### config.mk
export PLATFORM = sky130hd
export DESIGN_NAME = clock_time_ctrl
export DESIGN_NICKNAME = d
export VERILOG_FILES = /design/src/rtl/clock_time_ctrl.sv
export SDC_FILE = /design/constraint.sdc
export NUM_CORES = 1
export LEC_CHECK = 0
export ABC_AREA = 1
export CORE_MARGIN = 4
export CORE_UTILIZATION = 30
export CTS_CLUSTER_SIZE = 8
export DETAILED_ROUTE_END_ITERATION = 8
export SLEW_MARGIN = 20
export SYNTH_ARGS = -nofsm -noshare
export SYNTH_HDL_FRONTEND = slang
export SYNTH_SLANG_ARGS = --single-unit
### constraint.sdc
create_clock -name clk -period 6.3 [get_ports clk]
set_clock_uncertainty 0.1 [all_clocks]
set_input_delay 1.26 -clock clk [delete_from_list [all_inputs] [get_ports clk]]
set_output_delay 1.26 -clock clk [all_outputs]
set_load 0.05 [all_outputs]
### src/rtl/clock_time_ctrl.sv
// Sequencing controller for the HH:MM:SS BCD counter bank: counting, time/alarm set, alarm ring.
// Latency: counter strobes are combinational in the strobe cycle; mode/blink/alarm state updates on that edge.
// Backpressure: none; every pulse is acted on in its own cycle (btn_mode wins over btn_inc).
module clock_time_ctrl #(
    parameter int TICK_HOLD = 60
) (
    input  logic        clk,
    input  logic        rst_n,
    input  logic        tick,
    input  logic        btn_mode,
    input  logic        btn_inc,
    input  logic        alarm_en,
    input  logic [23:0] digit_in,
    input  logic [5:0]  flag_in,
    output logic [5:0]  cnt_en,
    output logic [5:0]  load_en,
    output logic [23:0] load_num,
    output logic [2:0]  mode,
    output logic [5:0]  blink,
    output logic [15:0] alarm_hhmm,
    output logic        alarm_ring
);

    typedef enum logic [2:0] {
        RUN        = 3'd0,
        SET_HR     = 3'd1,
        SET_MIN    = 3'd2,
        SET_SEC    = 3'd3,
        SET_AL_HR  = 3'd4,
        SET_AL_MIN = 3'd5
    } mode_e;

    // Two-digit BCD field to binary (fields are always valid BCD, max 99)
    function automatic logic [6:0] bcd_to_bin(input logic [7:0] b);
        return 7'(b[7:4]) * 7'd10 + 7'(b[3:0]);
    endfunction

    function automatic logic [7:0] bin_to_bcd(input logic [6:0] v);
        return {4'(v / 7'd10), 4'(v % 7'd10)};
    endfunction

    // Increment a BCD field as a whole, wrapping to 00 past 'top'
    function automatic logic [7:0] bcd_inc(input logic [7:0] b, input logic [6:0] top);
        logic [6:0] v;
        v = bcd_to_bin(b);
        return bin_to_bcd((v >= top) ? 7'd0 : v + 7'd1);
    endfunction

    function automatic logic [5:0] blink_of(input mode_e m);
        case (m)
            SET_HR, SET_AL_HR:   return 6'b110000;
            SET_MIN, SET_AL_MIN: return 6'b001100;
            SET_SEC:             return 6'b000011;
            default:             return 6'b000000;
        endcase
    endfunction

    mode_e       mode_q, mode_d;
    logic [5:0]  blink_q;
    logic [15:0] alarm_q, alarm_d;
    logic        match_q;
    logic        ring_q, ring_d;
    logic [5:0]  tick_cnt_q, tick_cnt_d;

    logic [5:0]  cnt_en_c, load_en_c;
    logic [23:0] load_num_c;

    logic inc_req;
    logic hr_wrap;
    logic match;
    logic hold_done;
    logic ring_set;
    logic ring_clr;

    // btn_mode has priority, so an increment only counts when it arrives alone
    assign inc_req = btn_inc & ~btn_mode;

    // 23:59:59: tens-of-hours at its max, ones-of-hours at 3, and everything below at max
    assign hr_wrap = flag_in[5] & (digit_in[19:16] == 4'd3) & (&flag_in[3:0]);

    assign match = (digit_in == {alarm_q, 8'h00});

    // Counter strobes: ripple carry while running, whole-field loads while setting
    always_comb begin
        cnt_en_c   = '0;
        load_en_c  = '0;
        load_num_c = '0;
        case (mode_q)
            RUN: begin
                if (tick) begin
                    if (hr_wrap) begin
                        cnt_en_c  = '1;
                        load_en_c = '1;
                    end else begin
                        cnt_en_c[0] = 1'b1;
                        for (int i = 1; i < 6; i++) begin
                            cnt_en_c[i] = cnt_en_c[i-1] & flag_in[i-1];
                        end
                    end
                end
            end
            SET_HR: begin
                if (inc_req) begin
                    cnt_en_c[5:4]     = 2'b11;
                    load_en_c[5:4]    = 2'b11;
                    load_num_c[23:16] = bcd_inc(digit_in[23:16], 7'd23);
                end
            end
            SET_MIN: begin
                if (inc_req) begin
                    cnt_en_c[3:2]    = 2'b11;
                    load_en_c[3:2]   = 2'b11;
                    load_num_c[15:8] = bcd_inc(digit_in[15:8], 7'd59);
                end
            end
            SET_SEC: begin
                if (inc_req) begin
                    cnt_en_c[1:0]  = 2'b11;
                    load_en_c[1:0] = 2'b11;
                end
            end
            default: ;
        endcase
    end

    // Nothing reaches the counters while this block is held in reset
    assign cnt_en   = rst_n ? cnt_en_c   : '0;
    assign load_en  = rst_n ? load_en_c  : '0;
    assign load_num = rst_n ? load_num_c : '0;

    // Mode advance; a press while ringing only dismisses the alarm
    always_comb begin
        mode_d = mode_q;
        if (btn_mode && !ring_q) begin
            case (mode_q)
                RUN:       mode_d = SET_HR;
                SET_HR:    mode_d = SET_MIN;
                SET_MIN:   mode_d = SET_SEC;
                SET_SEC:   mode_d = SET_AL_HR;
                SET_AL_HR: mode_d = SET_AL_MIN;
                default:   mode_d = RUN;
            endcase
        end
    end

    // Mode register with blink registered alongside it
    always_ff @(posedge clk or negedge rst_n) begin
        if (!rst_n) begin
            mode_q  <= RUN;
            blink_q <= '0;
        end else begin
            mode_q  <= mode_d;
            blink_q <= blink_of(mode_d);
        end
    end

    // Alarm time editing and ring set/clear decisions (clear beats set)
    always_comb begin
        alarm_d = alarm_q;
        if (inc_req && mode_q == SET_AL_HR) begin
            alarm_d[15:8] = bcd_inc(alarm_q[15:8], 7'd23);
        end
        if (inc_req && mode_q == SET_AL_MIN) begin
            alarm_d[7:0] = bcd_inc(alarm_q[7:0], 7'd59);
        end

        hold_done = ring_q & tick & (tick_cnt_q == 6'(TICK_HOLD - 1));
        ring_clr  = btn_mode | btn_inc | ~alarm_en | hold_done;
        ring_set  = (mode_q == RUN) & alarm_en & match & ~match_q;

        ring_d = ring_q;
        if (ring_clr) begin
            ring_d = 1'b0;
        end else if (ring_set) begin
            ring_d = 1'b1;
        end

        tick_cnt_d = tick_cnt_q;
        if (ring_set) begin
            tick_cnt_d = '0;
        end else if (ring_q && tick) begin
            tick_cnt_d = tick_cnt_q + 6'd1;
        end
    end

    // Alarm state; match_q resets high so a 00:00:00 display after reset cannot ring
    always_ff @(posedge clk or negedge rst_n) begin
        if (!rst_n) begin
            alarm_q    <= '0;
            match_q    <= 1'b1;
            ring_q     <= 1'b0;
            tick_cnt_q <= '0;
        end else begin
            alarm_q    <= alarm_d;
            match_q    <= match;
            ring_q     <= ring_d;
            tick_cnt_q <= tick_cnt_d;
        end
    end

    assign mode       = mode_q;
    assign blink      = blink_q;
    assign alarm_hhmm = alarm_q;
    assign alarm_ring = ring_q;

endmodule

==> impl_metrics.env <==
export IMPL_synth_top_area_share_pct=18.0
export IMPL_yosys_register_bits=30
export IMPL_synth_largest_area_cell="dfrtp_1"
export IMPL_setup_violations_final=0
export IMPL_critPathLaunch="digit_in[9]"
export IMPL_fin_util_pct=42.0
export IMPL_cts_clk_slew_worst_paths_ns=0.05
export IMPL_ys_flop_type="dfrtp_1"
export IMPL_layout_drive_gt1_share_pct=16.6
export IMPL_synthArstFlopShare_pct=100
export IMPL_fin_cells=888
export IMPL_relSlewSlack_pct=51.7
export IMPL_wirelength_um=10200
export IMPL_grt_pass1_wl_um=16900
export IMPL_rr_worst_depth=20
export IMPL_final_fill_count=1352
export IMPL_chipWidth_um=124
export IMPL_synth_top_family_by_area="simple AND/OR/NAND/NOR gates"
export IMPL_multi_input_area_um2=2880
export IMPL_fin_crit_sh_pct=96.3
export IMPL_wl_per_cell_um=11.5
export IMPL_cts_root_buf="clkbuf_16"
export IMPL_io_pins=98
export IMPL_die_y_um=124
export IMPL_yosys_mux_area_fraction_pct=0
export IMPL_cpPeakStageDelay_ns=0.50
export IMPL_r2r_start="alarm_hhmm[5]"
export IMPL_grt_pass1_vias=3667
export IMPL_fin_setup_tns_ns=0
export IMPL_p_leak_nw=2.82
export IMPL_period_needed_ns=6.07
export IMPL_first_pass_iters=4
export IMPL_worst_slew_pin_slew_ns=0.722
export IMPL_routed_via_count=3893
export IMPL_hpwlAfterDp_um=8590
export IMPL_ir_drop_mv=0.293
export IMPL_coreArea_um2=13200
export IMPL_critical_path_startpoint_type="input port"
export IMPL_min_path_cells=2
export IMPL_final_max_slew_viol_count=0
export IMPL_seqPwrFrac_pct=13.0
export IMPL_cp_depth=26
export IMPL_synth_compound_area_share_pct=9.12
export IMPL_die_area_um2=15400
export IMPL_insertion_delay_ns=0.27
export IMPL_hold_viol_final=0
export IMPL_area_growth_pct=37.2
export IMPL_fin_ws_ns=0.232
export IMPL_drc=0
export IMPL_crit_slowest_cell="clkdlybuf4s50_1"
export IMPL_start_util_pct=30.6
export IMPL_h_tree_depth=2
export IMPL_path_delay_family="simple AND/OR/NAND/NOR gates"
export IMPL_status="finished clean"
export IMPL_post_place_cells=878
export IMPL_cts_made_buffers=5
export IMPL_register_area_um2=752
export IMPL_ctsLongestPathBuffers=2
export IMPL_ant_nets=0
export IMPL_grtUsageTotal_pct=13.5
export IMPL_synth_distinct_cells=45
export IMPL_syn_avg_cell_area_um2=6.69
export IMPL_gp_congestion=0.825
export IMPL_worstSetupPathType="in2out"
export IMPL_min_delay_start="tick_cnt_q[4]"
export IMPL_syn_inst=603
export IMPL_dp_slack_ns=-0.0520
export IMPL_grt_start_max_net_pins=33
export IMPL_switching_share_pct=56.7
export IMPL_power_mw=2.75
export IMPL_netlist_top_cells_area="dfrtp_1 18%, nand2_1 12%, ha_1 11%, inv_1 8.8%, nor2_1 7.6%"
export IMPL_p_int_mw=1.19
export IMPL_worstPathRequired_ns=4.94
export IMPL_nets=789
export IMPL_synthSimpleGateAreaFrac_pct=37.5
export IMPL_critPathBufInv=5
export IMPL_hp_class="reg2reg"
export IMPL_powerDensity_nw_per_um2=496
export IMPL_crit_top_cell="nand2_4"
export IMPL_viasPerCell=4.38
export IMPL_pwr_share_clk_pct=8.6
export IMPL_grt_overflow=0
export IMPL_yosysWarnings=0
export IMPL_combPwrFrac_pct=78.4
export IMPL_switchingPower_mw=1.56
export IMPL_arrival_ns=4.71
export IMPL_clock_fmax_ghz=0.165
export IMPL_fp_row_count=42
export IMPL_syn_area_um2=4040
export IMPL_grt_antenna_before_repair=0
export IMPL_ys_seq_area_share_pct=18.6
export IMPL_synth_edff_count=0
export IMPL_drt_iter0_markers=183
export IMPL_worstPathMaxFanout=4
export IMPL_max_cap_viol_count=0
export IMPL_synthXorXnorAreaFrac_pct=7.38
export IMPL_diodes=0
export IMPL_cts_tree="yes"
export IMPL_synth_adder_area_share_pct=14.5
export IMPL_cts_sinks=30
export IMPL_end_kind="output port"
export IMPL_portBuffers=86
-- power by group through the flow --
stage | registers, mW | clock network [mW] | logic (mW)
2_1_floorplan | 0.533 | 0 | 1.47
3_3_place_gp | 0.366 | 0 | 2.11
3_5_place_dp | 0.364 | 0 | 2.11
4_1_cts | 0.362 | 0.241 | 2.14
5_1_grt | 0.374 | 0.249 | 2.43
6_report | 0.357 | 0.235 | 2.15
-- cell usage after synthesis (all sizes together), types with 2 or more instances --
library cell / instances
dfrtp: 29
inv: 99
o211ai: 5
nand3b: 3
nand4: 9
o21ai: 22
xor2: 23
nand3: 53
or2: 7
a21oi: 24
xnor2: 11
ha: 34
fa: 8
a31oi: 2
nand2: 147
nor3: 6
and3: 2
nor2: 86
clkbuf: 2
clkinv: 2
buf: 17
nor4: 3
-- layout by cell type (no fill, tap or decap), types with 2 or more instances in the layout --
| cell type | count |
|---|---|
| ha_1 | 31 |
| inv_1 | 91 |
| o21ai_1 | 4 |
| dfrtp_1 | 29 |
| ha_2 | 2 |
| nand2_1 | 122 |
| dlymetal6s2s_1 | 5 |
| xnor2_1 | 11 |
| o21ai_0 | 16 |
| buf_12 | 11 |
| conb_1 | 11 |
| nand2_2 | 13 |
| buf_4 | 28 |
| clkbuf_16 | 5 |
| nand2_4 | 12 |
| nand3_1 | 47 |
| or2_2 | 6 |
| xor2_1 | 23 |
| nor2_4 | 2 |
| nand4_1 | 9 |
| and3_1 | 2 |
| clkinv_1 | 2 |
| clkdlybuf4s50_1 | 66 |
| nor2_1 | 76 |
| o211ai_1 | 5 |
| a21oi_1 | 17 |
| nor2_2 | 7 |
| nand3_2 | 5 |
| nor3_1 | 6 |
| nor4_1 | 3 |
| a21oi_2 | 6 |
| fa_1 | 8 |
| nand3b_1 | 2 |
| inv_2 | 8 |
-- metrics by stage --
step	cell area [µm²]	hold slack (ns)
final	5540	0.462
after global routing	5540	0.472
after CTS	5450	0.463
after detailed placement	5280	0.456
after global placement	5280	0.441
after floorplan	4070	0.420
-- sequential cells by signal (all words and copies together) (netlist names) --
name,flops
tick_cnt_q,6
mode,3
alarm_ring,1
alarm_hhmm,16
match_q,1
blink,3
-- routing by layer --
metal | vias up | share of wire, % | global-route usage, %
li1 | 2107 | - | -
met1 | 1687 | 49 | 18.6
met2 | 84 | 44 | 21.8
met3 | 15 | 6.2 | 2.95
met4 | 0 | 1.3 | 2.60
met5 | - | 0 | 0
-- cell families after synthesis --
kind of cell / Yosys count
AOI/OAI and AO/OA: 59
xor gates and xnor gates: 34
adders and majority gates: 42
buffers and inverters: 120
DFF: 30
other: 1
and+or+nand+nor: 317
-- what timing repair did --
item	4_1_cts	5_1_grt
buffers inserted	0	2
gates resized for setup	5	26
hold buffers	0	0
endpoints found under the setup margin	5	7
pin swaps	2	18
-- worst register-to-register path, stage by stage (launching register included) --
cell and delay, ns:
dfrtp_1 0.48, ha_1 0.34, ha_1 0.21, fa_1 0.49, xnor2_1 0.26, inv_1 0.06
nand3b_1 0.08, nand2_1 0.12, nor3_1 0.44, nand4_1 0.23, nand2_1 0.14, nand2_1 0.07
nand2_1 0.06, inv_1 0.05, ha_1 0.19, inv_1 0.05, nand3_1 0.11, nand3_1 0.14
nand2_1 0.08, nand2_1 0.09, nand2_1 0.04
-- path summary, 6_finish.rpt --
path / slack [ns] / end
setup / recovery: 0.23 / load_num[10]
hold / removal: 0.46 / tick_cnt_q[4]
setup reg to reg: 2.36 / alarm_hhmm[1]
hold reg to reg: 0.46 / tick_cnt_q[4]
max in group asynchronous: 4.48 / match_q
min in group asynchronous: 1.29 / blink[1]
-- cell type report --
class | instances | share of cell area, %
clock buffers | 7 | 2.58
well taps | 176 | 3.98
flip-flops and latches | 30 | 13.6
clock inverters | 1 | 0.0904
repair buffers | 110 | 20.8
inverters | 101 | 6.85
multi-input cells | 463 | 52.1
Power figures use the tool's default switching activity.
